===== src/rtl/gat_pkg.sv =====
// gat_pkg: shared scheduler state enum and default new-feature buffer geometry
package gat_pkg;
  typedef enum logic [2:0] {IDLE, REQ, WAIT_LOAD, WAIT_CORE, DRAIN, NEXT} sched_state_t;
  localparam int DEF_NUM_SUBGRAPHS = 2708;
  localparam int DEF_NUM_FEATURE_OUT = 16;
  localparam int DEF_NEW_FEATURE_DEPTH = DEF_NUM_SUBGRAPHS * DEF_NUM_FEATURE_OUT;
  localparam int DEF_NEW_FEATURE_ADDR_W = $clog2(DEF_NEW_FEATURE_DEPTH);
  localparam int DEF_FEAT_BYTE_ADDR_W = DEF_NEW_FEATURE_ADDR_W + 2;
endpackage


===== src/rtl/gat_sched_skid_fifo.sv =====
// gat_sched_skid_fifo: 2-entry valid/ready buffer that reports its occupancy
module gat_sched_skid_fifo #(
  parameter int W = 32
) (
  input  logic         clk,
  input  logic         rst,
  input  logic         flush,
  input  logic         in_valid,
  input  logic [W-1:0] in_data,
  output logic         out_valid,
  output logic [W-1:0] out_data,
  input  logic         out_ready,
  output logic [1:0]   occ
);
  logic [W-1:0] mem [2];
  logic wr_ptr, rd_ptr, push, pop;
  assign pop = out_valid & out_ready;
  assign push = in_valid & (occ != 2'd2 || pop);
  assign out_valid = occ != 2'd0;
  assign out_data = mem[rd_ptr];
  // storage, pointers and occupancy; the head word stays put until it is popped
  always_ff @(posedge clk or posedge rst)
    if (rst) begin
      mem[0] <= '0;
      mem[1] <= '0;
      wr_ptr <= 1'b0;
      rd_ptr <= 1'b0;
      occ <= 2'd0;
    end else if (flush) begin
      wr_ptr <= 1'b0;
      rd_ptr <= 1'b0;
      occ <= 2'd0;
    end else begin
      if (push) mem[wr_ptr] <= in_data;
      wr_ptr <= wr_ptr ^ push;
      rd_ptr <= rd_ptr ^ pop;
      occ <= occ + {1'b0, push} - {1'b0, pop};
    end
endmodule


===== src/rtl/gat_layer_sched.sv =====
// gat_layer_sched: per-layer load/compute/drain sequencer for gat_top_wrapper; GAT_SCHED_WATCHDOG_EN adds a wait-state watchdog driving err
module gat_layer_sched
  import gat_pkg::*;
#(
  parameter int NUM_LAYERS = 2,
  parameter int NUM_SUBGRAPHS = DEF_NUM_SUBGRAPHS,
  parameter int NUM_FEATURE_OUT = DEF_NUM_FEATURE_OUT,
  parameter int NEW_FEATURE_WIDTH = 32,
  parameter int NEW_FEATURE_DEPTH = NUM_SUBGRAPHS * NUM_FEATURE_OUT,
  parameter int NEW_FEATURE_ADDR_W = $clog2(NEW_FEATURE_DEPTH),
  parameter int TIMEOUT_W = 24
) (
  input  logic                           clk,
  input  logic                           rst,
  input  logic                           start,
  output logic                           busy,
  output logic                           done,
  output logic [$clog2(NUM_LAYERS):0]    layer_idx,
  output logic                           load_req,
  input  logic                           h_data_bram_load_done,
  input  logic                           h_node_info_bram_load_done,
  input  logic                           wgt_bram_load_done,
  output logic                           gat_layer,
  input  logic                           gat_ready,
  output logic [NEW_FEATURE_ADDR_W+1:0]  feat_bram_addrb,
  input  logic [NEW_FEATURE_WIDTH-1:0]   feat_bram_dout,
  output logic [NEW_FEATURE_WIDTH-1:0]   feat_tdata,
  output logic                           feat_tvalid,
  input  logic                           feat_tready,
  output logic                           feat_tlast,
  output logic                           err
);
  localparam int LW = $clog2(NUM_LAYERS) + 1;
  localparam int AW = NEW_FEATURE_ADDR_W;
  sched_state_t state, state_n;
  logic [AW:0] rd_addr;
  logic [AW-1:0] word_cnt;
  logic [1:0] occ;
  logic [2:0] pending;
  logic in_flight, issue, hs, last_word, last_layer, all_loaded, timeout;
  assign all_loaded = h_data_bram_load_done & h_node_info_bram_load_done & wgt_bram_load_done;
  assign hs = feat_tvalid & feat_tready;
  assign last_word = word_cnt == AW'(NEW_FEATURE_DEPTH - 1);
  assign last_layer = layer_idx == LW'(NUM_LAYERS - 1);
  // words that will still be held or arriving after this cycle's pop; keeps the 2-entry FIFO from overflowing at full rate
  assign pending = {1'b0, occ} + {2'b0, in_flight} - {2'b0, hs};
  assign issue = state == DRAIN && rd_addr < (AW+1)'(NEW_FEATURE_DEPTH) && pending < 3'd2;
  assign busy = state != IDLE;
  assign load_req = state == REQ;
  assign done = state == NEXT && last_layer;
  assign gat_layer = layer_idx[0];
  assign feat_tlast = feat_tvalid & last_word;
  assign feat_bram_addrb = {rd_addr[AW-1:0], 2'b00};
  // FSM state register
  always_ff @(posedge clk or posedge rst)
    if (rst) state <= IDLE;
    else state <= state_n;
  // next-state logic; the watchdog overrides everything
  always_comb begin
    state_n = state;
    case (state)
      IDLE:      state_n = start ? REQ : IDLE;
      REQ:       state_n = WAIT_LOAD;
      WAIT_LOAD: state_n = all_loaded ? WAIT_CORE : WAIT_LOAD;
      WAIT_CORE: state_n = gat_ready ? DRAIN : WAIT_CORE;
      DRAIN:     state_n = (hs && last_word) ? NEXT : DRAIN;
      NEXT:      state_n = last_layer ? IDLE : REQ;
      default:   state_n = IDLE;
    endcase
    if (timeout) state_n = IDLE;
  end
  // layer index, drain counters and the one-deep BRAM read pipeline
  always_ff @(posedge clk or posedge rst)
    if (rst) begin
      layer_idx <= '0;
      rd_addr <= '0;
      word_cnt <= '0;
      in_flight <= 1'b0;
    end else begin
      if (state == IDLE && start) layer_idx <= '0;
      else if (state == NEXT && !last_layer) layer_idx <= layer_idx + LW'(1);
      if (state == WAIT_CORE && gat_ready) begin
        rd_addr <= '0;
        word_cnt <= '0;
      end else begin
        if (issue) rd_addr <= rd_addr + (AW+1)'(1);
        if (hs && !last_word) word_cnt <= word_cnt + AW'(1);
      end
      in_flight <= issue;
    end
  gat_sched_skid_fifo #(.W(NEW_FEATURE_WIDTH)) u_fifo (
    .clk(clk),
    .rst(rst),
    .flush(state != DRAIN),
    .in_valid(in_flight),
    .in_data(feat_bram_dout),
    .out_valid(feat_tvalid),
    .out_data(feat_tdata),
    .out_ready(feat_tready),
    .occ(occ)
  );
`ifdef GAT_SCHED_WATCHDOG_EN
  logic [TIMEOUT_W-1:0] wd_cnt;
  assign timeout = (state == WAIT_LOAD || state == WAIT_CORE) && &wd_cnt;
  // residency counter for the wait states; expiry latches err until reset
  always_ff @(posedge clk or posedge rst)
    if (rst) begin
      wd_cnt <= '0;
      err <= 1'b0;
    end else begin
      wd_cnt <= (state_n != state) ? '0 : (state == WAIT_LOAD || state == WAIT_CORE) ? wd_cnt + TIMEOUT_W'(1) : wd_cnt;
      err <= err | timeout;
    end
`else
  assign timeout = 1'b0;
  assign err = TIMEOUT_W < 1;
`endif
endmodule


===== config.mk =====
export PLATFORM = sky130hd
export DESIGN_NAME = gat_layer_sched
export DESIGN_NICKNAME = d
export VERILOG_FILES = /design/src/rtl/gat_pkg.sv /design/src/rtl/gat_sched_skid_fifo.sv /design/src/rtl/gat_layer_sched.sv
export SDC_FILE = /design/constraint.sdc
export NUM_CORES = 1
export LEC_CHECK = 0
export BUFFER_PORTS_ARGS = -buffer_cell sky130_fd_sc_hd__buf_2
export CAP_MARGIN = 30
export CORE_MARGIN = 8
export CORE_UTILIZATION = 40
export CTS_BUF_LIST = sky130_fd_sc_hd__clkbuf_4 sky130_fd_sc_hd__clkbuf_8
export CTS_CLUSTER_SIZE = 10
export DETAILED_ROUTE_END_ITERATION = 16
export SKIP_LAST_GASP = 1
export SYNTH_ARGS = -nofsm -noshare
export SYNTH_HDL_FRONTEND = slang
export SYNTH_HIERARCHICAL = 1
export SYNTH_SLANG_ARGS = --single-unit

===== constraint.sdc =====
create_clock -name clk -period 4.2 [get_ports clk]
set_clock_uncertainty 0.05 [all_clocks]
set_input_delay 0.84 -clock clk [delete_from_list [all_inputs] [get_ports clk]]
set_output_delay 0.84 -clock clk [all_outputs]
set_load 0.005 [all_outputs]

; ---- After elaboration in Yosys (flattened, before gate mapping)
; Index checks and enable logic that the tools add are counted.
[word_totals]
regBits = 107
in_bits = 40
wordCells = 81
[op_classes]
n_bitwise = 10
n_mux = 21
addsub = 7
reduce_logical = 19
n_eq_ne = 9
magnitude_cmp = 5
[ops]
columns = operator, count
row1 = 32-bit two-way mux, 4
row2 = 64-bit bitwise mux, 1
row3 = 17-bit two-way mux, 2
row4 = 32-bit demux with 1-bit select, 1
row5 = 16-bit two-way mux, 2
row6 = 3-bit one-hot mux with 6 select lines, 1
row7 = 17-bit by 1-bit adder with 17-bit output (second input constant), 1
row8 = 17-bit by 16-bit < comparator with 1-bit output (second input constant), 1
row9 = 16-bit by 1-bit adder with 16-bit output (second input constant), 1
row10 = 16-bit == test (second input constant), 1
row11 = 1-bit logical AND, 9
row12 = 2-bit nonzero test, 4
row13 = 3-bit by 2-bit == test with 1-bit output (second input constant), 2
row14 = 3-bit == test (second input constant), 2
row15 = 1-bit two-way mux, 6
row16 = 2-bit two-way mux, 3
row17 = 1-bit bitwise AND, 5
row18 = 2-bit greater-or-equal comparator (second input constant), 2
row19 = 1-bit NOT with 2-bit output, 2
row20 = 2-bit by 1-bit adder with 3-bit output, 1
row21 = 3-bit by 1-bit == test with 1-bit output (second input constant), 1
row22 = 3-bit zero test, 1
row23 = 3-bit by 2-bit < comparator with 1-bit output (second input constant), 1
row24 = 3-bit two-way mux, 1
row25 = 14 further kinds, 16

; ---- Longest topological paths before layout
; Gate-level depths: netlist of the first run.
[depth]
depth_word = 7
depth_mapped = 12
depth_no_buf = 11

; ---- By module
; Netlist of the first run, hierarchy kept.
[by_module_without_submodules]
columns = module, area_each_um2, seq_area_each_um2, cells_each, instances
row1 = gat_sched_skid_fifo, 3106.7, 1701.6, 195, 1
row2 = gat_layer_sched, 2467.4, 975.9, 270, 1

; ---- Least setup slack after synthesis of the first run
; Ideal clock, no wire load.
[synth_timing]
path_type = input-to-reg
startpoint = input feat_tready
endpoint = register rd_addr[12]
slack_ns = 0.752
stages = 11
arrival_ns = 3.320
n_path_buf = 2
cell_sequence = nand2_1 -> clkbuf_1 -> inv_1 -> ha_1 -> nand2b_1 -> fa_1 -> nand2b_1 -> a2111o_1 -> buf_6 -> or4_1 -> a21oi_1
[synth_between]
elab_chain_cells = 5
[synth_lines]
columns = element, line
row1 = "start, declared", gat_layer_sched.sv:29  ; input logic feat_tready,
row2 = 1-bit bitwise AND, gat_layer_sched.sv:42  ; assign hs = feat_tvalid & feat_tready;
row3 = 3-bit by 1-bit subtractor with 3-bit output, gat_layer_sched.sv:46  ; assign pending = {1'b0, occ} + {2'b0, in_flight} - {2'b0, hs};
row4 = 3-bit by 2-bit < comparator with 1-bit output, gat_layer_sched.sv:47  ; assign issue = state == DRAIN && rd_addr < (AW+1)'(NEW_FEATURE_DEPTH) && pending < 3'd2;
row5 = 1-bit logical AND, gat_layer_sched.sv:47
row6 = 2-bit nonzero test (no line), n/a
row7 = "end signal, assigned", gat_layer_sched.sv:86  ; if (issue) rd_addr <= rd_addr + (AW+1)'(1);
row8 = "end, declared", gat_layer_sched.sv:36  ; logic [AW:0] rd_addr;
; Every way passes these cells.
; A chain may end at the register's enable or synchronous reset.

; ---- Final worst setup path of the first run
[layout_timing]
startpoint = register u_fifo.occ[1]
endpoint = register rd_addr[6]
[layout_between]
elab_chain_cells = 6
elab_cells_between_ends = 7
classes_between = add/sub (2) / order compare (1) / bitwise (1) / reduce/logical (3)
[layout_lines]
columns = element, line
row1 = "start, declared", gat_sched_skid_fifo.sv:13  ; output logic [1:0] occ
row2 = "start signal, assigned", gat_sched_skid_fifo.sv:37  ; occ <= occ + {1'b0, push} - {1'b0, pop};
row3 = "parallel branches: the longest is 2 deep, another holds 2-bit by 1-bit adder with 3-bit output", n/a
row4 = 3-bit by 1-bit subtractor with 3-bit output (*), gat_layer_sched.sv:46
row5 = 3-bit by 2-bit < comparator with 1-bit output (*), gat_layer_sched.sv:47
row6 = 1-bit logical AND (*), gat_layer_sched.sv:47
row7 = 2-bit nonzero test (no line) (*), n/a
; Every way passes the cells marked *.

==> flow_summary.yaml, run 1 <==
status:
  outcome: "complete, no violations"
critical_path:
  timing.rr.end: "rd_addr[6]"
  r2r_cells: 10
  crit_slowest_cell: "or4_1"
  path_delay_family: "simple AND/OR/NAND/NOR gates"
  cp-end-kind: "flip-flop"
  arrival_ns: 3.88
  crit_fanout: 14
  cp_num_buf_inv: 1
  start_kind: "flip-flop"
  critPathKind: "flip-flop to flip-flop"
  r2r-start: "u_fifo/occ[1]"
  slowest_delay_ns: 0.56
  cpMostUsedCell: "nand2b_1"
  worstPathRequired_ns: 4.42
  path_cells: "or2_2 -> nand2_1 -> inv_1 -> ha_1 -> nand2b_1 -> fa_1 -> nand2b_1 -> a2111o_1 -> or4_1 -> mux2i_1"
  reg2reg_setup_slack_ns: 0.54
clock_network:
  cts_buffers: 9
  path_clk_slew_ns: 0.11
  cts.path.max_buffers: 2
  root_buffer: "clkbuf_8"
  postCtsSetupRepairBufs: 0
  cts_resized: 0
  cts_tree: "done"
  clock_latency_ns: 0.38
  htreeDepth: 3
  cts_hold_buf: 0
  clock-sinks: 107
global_routing:
  grt_max_degree: 40
  grt.overflow.total: 0
  antenna_found_initial: 0
  grt_pass1_wl_mm: 20.7
  grt_use_total: 0.142
  grt_pass1_vias: 4019
logic_synthesis:
  synth.distinct_cells: 52
  syn-cell-area_um2: 5570
  syn_area_per_cell_um2: 12.0
  yosysSeqAreaShare: 0.480
  synth.top_cell.area_share: 0.480
  synth_area_leaders: "dfrtp_1 (48%), mux2_2 (13%), mux2_4 (8.1%), buf_4 (2.8%), mux2i_1 (2.3%)"
  synth_top_cell_by_area: "dfrtp_1"
  synth_ff_type: "dfrtp_1"
  yosysWarnings: 6
  synth-seq-cells: 107
  synth_edf_count: 0
  async_reset_ff_frac: 1.00
  syn-instance-count: 465
min_path:
  min_from: "u_fifo/mem[55]"
  hold_path.class: "flip-flop to flip-flop"
  hold_depth: 1
  holdPathEnd: "u_fifo/mem[55]"
pwr:
  ir_drop_mv: 0.243
  p_per_area_nw_per_um2: 384
  power.leakage_nw: 3.20
place:
  portBuffers: 95
  postPlaceCellArea_um2: 6070
  place_congestion: 0.784
  dp_hpwl_mm: 8.72
floorplan:
  start_util: 0.405
  die_w_um: 134
  die_area_um2: 18000
  pin_count: 99
  die_h_um: 134
  core_region_area_um2: 13800
  rows: 43
detailed_routing:
  avgRoutedWirePerCell_um: 16.9
  vias: 3797
  wirelength_mm: 12.3
  detail-route-antenna-nets: 0
  first_pass_iters: 4
  drc: 0
  routed_via_density: 5.24
  drt-initial-drc-count: 132
layout:
  layout-drive-gt1-share: 0.415
  most-common-layout-cells: "dfrtp_1 (107), buf_2 (95), mux2_2 (66), nand2_1 (32), mux2_4 (30)"
  nNetsFinal: 586
  mostFrequentLayoutCell: "dfrtp_1"
  synthToLayoutAreaGrowth_pct: 12.7
  fin_area_um2: 6280
  antenna_cells: 0
timing:
  rsz0062_at_grt: "no"
  setup_tns_ns: 0
  max_freq_mhz: 274
  tightest_slew_ns: 0.811
  slew_headroom: 0.458
  slew_violations: 0
  fin_crit_sh: 0.870
  finalHoldViolCount: 0
  period_minus_slack_ns: 3.66
  setup_viol: 0
flow_run:
  max_cap_violations: 0
## kinds of logic after synthesis
family,count (synthesis),synth area share
buf+inv,55,0.0613
xor+xnor,9,0.0141
mux,109,0.237
simple gates,135,0.135
flops,107,0.480
fa+ha+maj,7,0.0171
compound gates,42,0.0539
other cells,1,0.000673
## report_power, final
part           total [mW]  switching [mW]  leakage, nW  internal, mW
Clock               0.691           0.386        0.107         0.305
Combinational       0.456           0.219         1.61         0.237
Sequential           1.27           0.130         1.48          1.14
Total                2.42           0.735         3.20          1.68
## worst max path at each step
stage | startpoint | to | slack, ns | cells after the start
after floorplan | feat_tready | rd_addr[12] | 0.75 | 11
final | u_fifo/occ[1] | rd_addr[6] | 0.54 | 10
after CTS | u_fifo/occ[1] | rd_addr[6] | 0.55 | 10
after detailed placement | feat_tready | rd_addr[6] | 0.41 | 10
after global placement | feat_tready | rd_addr[6] | 0.49 | 10
after global routing | u_fifo/occ[1] | rd_addr[6] | 0.37 | 10
## cell usage after synthesis (7+ instances only)
master      n
mux2i_1    13
nor2_1     15
nand3_1    18
nand2b_1    9
dfrtp_1   107
mux2_4     30
nand4_1     9
mux2_2     66
clkbuf_1   13
buf_6       7
buf_4      21
nor4_1      7
or4_1      10
a21oi_1    16
o31ai_1     9
nand2_1    32
inv_1      10
## flip-flops by register name, summed over array words and instances, names as in the netlist
| signal | count |
|---|---|
| in_flight | 1 |
| state | 3 |
| u_fifo/wr_ptr | 1 |
| word_cnt | 16 |
| u_fifo/rd_ptr | 1 |
| rd_addr | 17 |
| u_fifo/mem | 64 |
| layer_idx | 2 |
| u_fifo/occ | 2 |
## cell type report
cell class	count	area, um^2
clock buffer	10	138
clock inverter	6	77.6
fill	1309	7490
inverter	11	41.3
multi-input combinational	305	2570
sequential	107	2680
tap	180	225
timing repair buffer	105	551
## per-layer routing
layer	vias to the layer above	track usage	wire length [um]
li1	1797	-	-
met1	1932	0.178	5690
met2	58	0.225	5820
met3	10	0.0520	608
met4	0	0.0405	146
met5	-	0	0
## metrics by stage
| stage | setup WS [ns] | hold slack (ns) | util | power, mW | instances |
|---|---|---|---|---|---|
| 3_5_place_dp | 0.411 | 0.437 | 0.441 | 1.76 | 708 |
| 2_1_floorplan | 0.752 | 0.418 | - | 1.61 | 467 |
| 6_report | 0.544 | 0.461 | 0.456 | 2.42 | 724 |
| 5_1_grt | 0.366 | 0.477 | 0.456 | 2.56 | 724 |
| 3_3_place_gp | 0.486 | 0.433 | 0.441 | 1.73 | 708 |
| 4_1_cts | 0.546 | 0.466 | 0.456 | 2.45 | 724 |
Power figures use the tool's default switching activity.
==> inputs of run 2 (changes only) <==
ABC_AREA = 1   (was not set)
CORE_MARGIN = 2   (was 8)
==> flow_summary.yaml, run 2 <==
status:
  outcome: "complete, no violations"
pwr:
  power_frac_seq: 0.507
  power_frac_comb: 0.204
  ir_drop_mv: 0.164
  swShare: 0.321
  p_per_area_nw_per_um2: 357
  pwr-share-clk: 0.289
  power.leakage_nw: 3.74
  internal-power_mw: 1.60
  power.switching_uw: 760
clock_network:
  htreeDepth: 3
  cts_hold_buf: 0
  cts.path.max_buffers: 2
  postCtsSetupRepairBufs: 0
  clock-sinks: 107
  root_buffer: "clkbuf_8"
  cts_tree: "done"
  cts_resized: 0
  path_clk_slew_ns: 0.10
  cts_buffers: 9
  clock_latency_ns: 0.38
layout:
  synthToLayoutAreaGrowth_pct: 11.1
  top_regs: "u_fifo/mem (64), rd_addr (17), word_cnt (16)"
  mostFrequentLayoutCell: "nand2_1"
  most-common-layout-cells: "nand2_1 (368), dfrtp_1 (107), buf_2 (95), nand3_1 (63), nand4_1 (62)"
  antenna_cells: 0
  layout.cells.non_filler: 1067
  largest_reg_flops: 64
  nNetsFinal: 925
  fin_area_um2: 6620
  seqCellArea_um2: 2680
  fillCellCount: 1515
  layout-drive-gt1-share: 0.161
  regMostFlops: "u_fifo/mem"
  multi_input_area_um2: 2760
place:
  post-place-cells: 1051
  postPlaceCellArea_um2: 6400
  dp_hpwl_mm: 9.72
  place_congestion: 0.806
  portBuffers: 95
logic_synthesis:
  synthMuxAreaShare: 0
  synth_commonest_cells: "nand2_1 (368), dfrtp_1 (107), nand3_1 (63)"
  synth_ff_type: "dfrtp_1"
  async_reset_ff_frac: 1.00
  synth_area_leaders: "dfrtp_1 (45%), nand2_1 (23%), nand4_1 (6.5%), nand3_1 (5.3%), nor2_1 (3.4%)"
  syn-cell-area_um2: 5960
  synth.distinct_cells: 31
  syn-instance-count: 817
  synth_top_family_by_area: "simple AND/OR/NAND/NOR gates"
  synth_top_cell_by_area: "dfrtp_1"
  synth_compound_area_frac: 0.0160
  synth.top_cell.area_share: 0.449
  yosysMostFrequentCell: "nand2_1"
  synth-seq-cells: 107
  yosysWarnings: 6
  syn_area_per_cell_um2: 7.30
  synthAdderAreaFrac: 0.0160
  synth_edf_count: 0
  synthSimpleGateAreaFrac: 0.412
  yosysSeqAreaShare: 0.449
  synthXorXnorAreaFrac: 0.0147
global_routing:
  grt_max_degree: 47
  grt_pass1_vias: 5059
  met2_usage: 0.300
  grt_busiest_layer: "met2"
  antenna_found_initial: 0
  grt_use_total: 0.196
  grt_use_met1: 0.285
  grt_pass1_wl_mm: 25.5
  grtUsageMet3: 0.0327
  grt.overflow.total: 0
min_path:
  holdPathEnd: "u_fifo/mem[53]"
  min_from: "u_fifo/mem[53]"
  hold_path.class: "flip-flop to flip-flop"
  hold_depth: 2
timing:
  fin_crit_sh: 0.711
  tightest_slew_ns: 0.699
  slew_headroom: 0.533
  rsz0062_at_grt: "no"
  hold_ws_ns: 0.430
  max_freq_mhz: 335
  setup_tns_ns: 0
  finalHoldViolCount: 0
  slew_violations: 0
  period_minus_slack_ns: 2.99
  setup_viol: 0
critical_path:
  cp-end-kind: "flip-flop"
  reg2reg_setup_slack_ns: 1.21
  crit_fanout: 17
  timing.rr.end: "rd_addr[13]"
  start_kind: "flip-flop"
  arrival_ns: 3.21
  startpoint: "u_fifo/occ[1]"
  worstPathRequired_ns: 4.42
  r2r_cells: 15
  critPathKind: "flip-flop to flip-flop"
  r2r-start: "u_fifo/occ[1]"
floorplan:
  die_h_um: 126
  rows: 44
  die_area_um2: 15900
  pin_count: 99
  core_region_area_um2: 14500
  die_w_um: 126
  start_util: 0.410
detailed_routing:
  vias: 5362
  avgRoutedWirePerCell_um: 14.2
  wirelength_mm: 15.1
  drt-initial-drc-count: 324
  drc: 0
  first_pass_iters: 4
  routed_via_density: 5.03
  detail-route-antenna-nets: 0
flow_run:
  max_cap_violations: 0
-- run 2: cell count changes in the layout (fill, tap and decap cells not counted), sizes merged, moves of 6 or more --
cell | before | now
mux2i | 13 | 0
or4 | 10 | 0
a21oi | 16 | 5
nand3 | 18 | 63
o21ai | 3 | 9
nand2 | 32 | 372
inv | 15 | 54
nor2 | 15 | 62
nand4 | 9 | 62
o31ai | 9 | 0
mux2 | 96 | 0
nor4 | 7 | 1
nand2b | 9 | 0
-- run 2: logic make-up (layout without fill, tap and decap cells) --
kind of cell / Yosys count / after routing
DFF: 107 / 107
other: 1 / 3
buffers and inverters: 109 / 173
and+or+nand+nor: 566 / 566
AOI/OAI and AO/OA: 17 / 17
adders and majority gates: 7 / 7
xor gates and xnor gates: 10 / 10
-- run 2: metal layers --
layer  wire (um)  up-vias
li1            -     2702
met1        7270     2514
met2        6780      134
met3         870       12
met4         204        0
met5           0        -
-- run 2: power by group through the flow --
| stage | Sequential [mW] | Combinational, mW | Clock, mW |
|---|---|---|---|
| CTS | 1.20 | 0.489 | 0.712 |
| global route | 1.21 | 0.549 | 0.755 |
| finish | 1.20 | 0.481 | 0.684 |
| global placement | 1.22 | 0.482 | 0 |
| floorplan | 1.20 | 0.357 | 0 |
| detailed placement | 1.22 | 0.489 | 0 |
-- run 2: area by class of cell --
| type | instances | share of cell area |
|---|---|---|
| clock inverter | 4 | 0.00851 |
| timing repair buffer | 104 | 0.0820 |
| tap | 184 | 0.0348 |
| sequential | 107 | 0.404 |
| multi-input combinational | 603 | 0.416 |
| clock buffer | 12 | 0.0240 |
| inverter | 53 | 0.0301 |
-- run 2: worst max path at each step --
| stage | to | slack (ns) | cells after the start |
|---|---|---|---|
| 5_1_grt | rd_addr[11] | 0.84 | 15 |
| 3_5_place_dp | rd_addr[11] | 0.95 | 14 |
| 3_3_place_gp | rd_addr[14] | 1.01 | 14 |
| 2_1_floorplan | rd_addr[10] | 1.38 | 14 |
| 6_report | rd_addr[13] | 1.21 | 15 |
| 4_1_cts | rd_addr[13] | 1.19 | 15 |
-- run 2: critical path, cell delays in order (launching register included) --
cell and delay [ns]:
dfrtp_1 0.50, inv_1 0.09, nand2_1 0.10, nand2_1 0.16
inv_1 0.06, ha_1 0.26, inv_1 0.05, nand2_1 0.05
fa_1 0.48, nand2_1 0.06, nor2_1 0.21, nand3b_4 0.11
nor2_4 0.39, nor2_4 0.15, nand2_1 0.09, nand2_1 0.06
-- run 2: metrics by stage --
stage / power, mW / setup slack [ns] / util
global placement: 1.70 / 1.01 / 0.441
finish: 2.36 / 1.21 / 0.455
detailed placement: 1.71 / 0.947 / 0.441
CTS: 2.40 / 1.19 / 0.455
global route: 2.52 / 0.841 / 0.455
floorplan: 1.55 / 1.38 / -
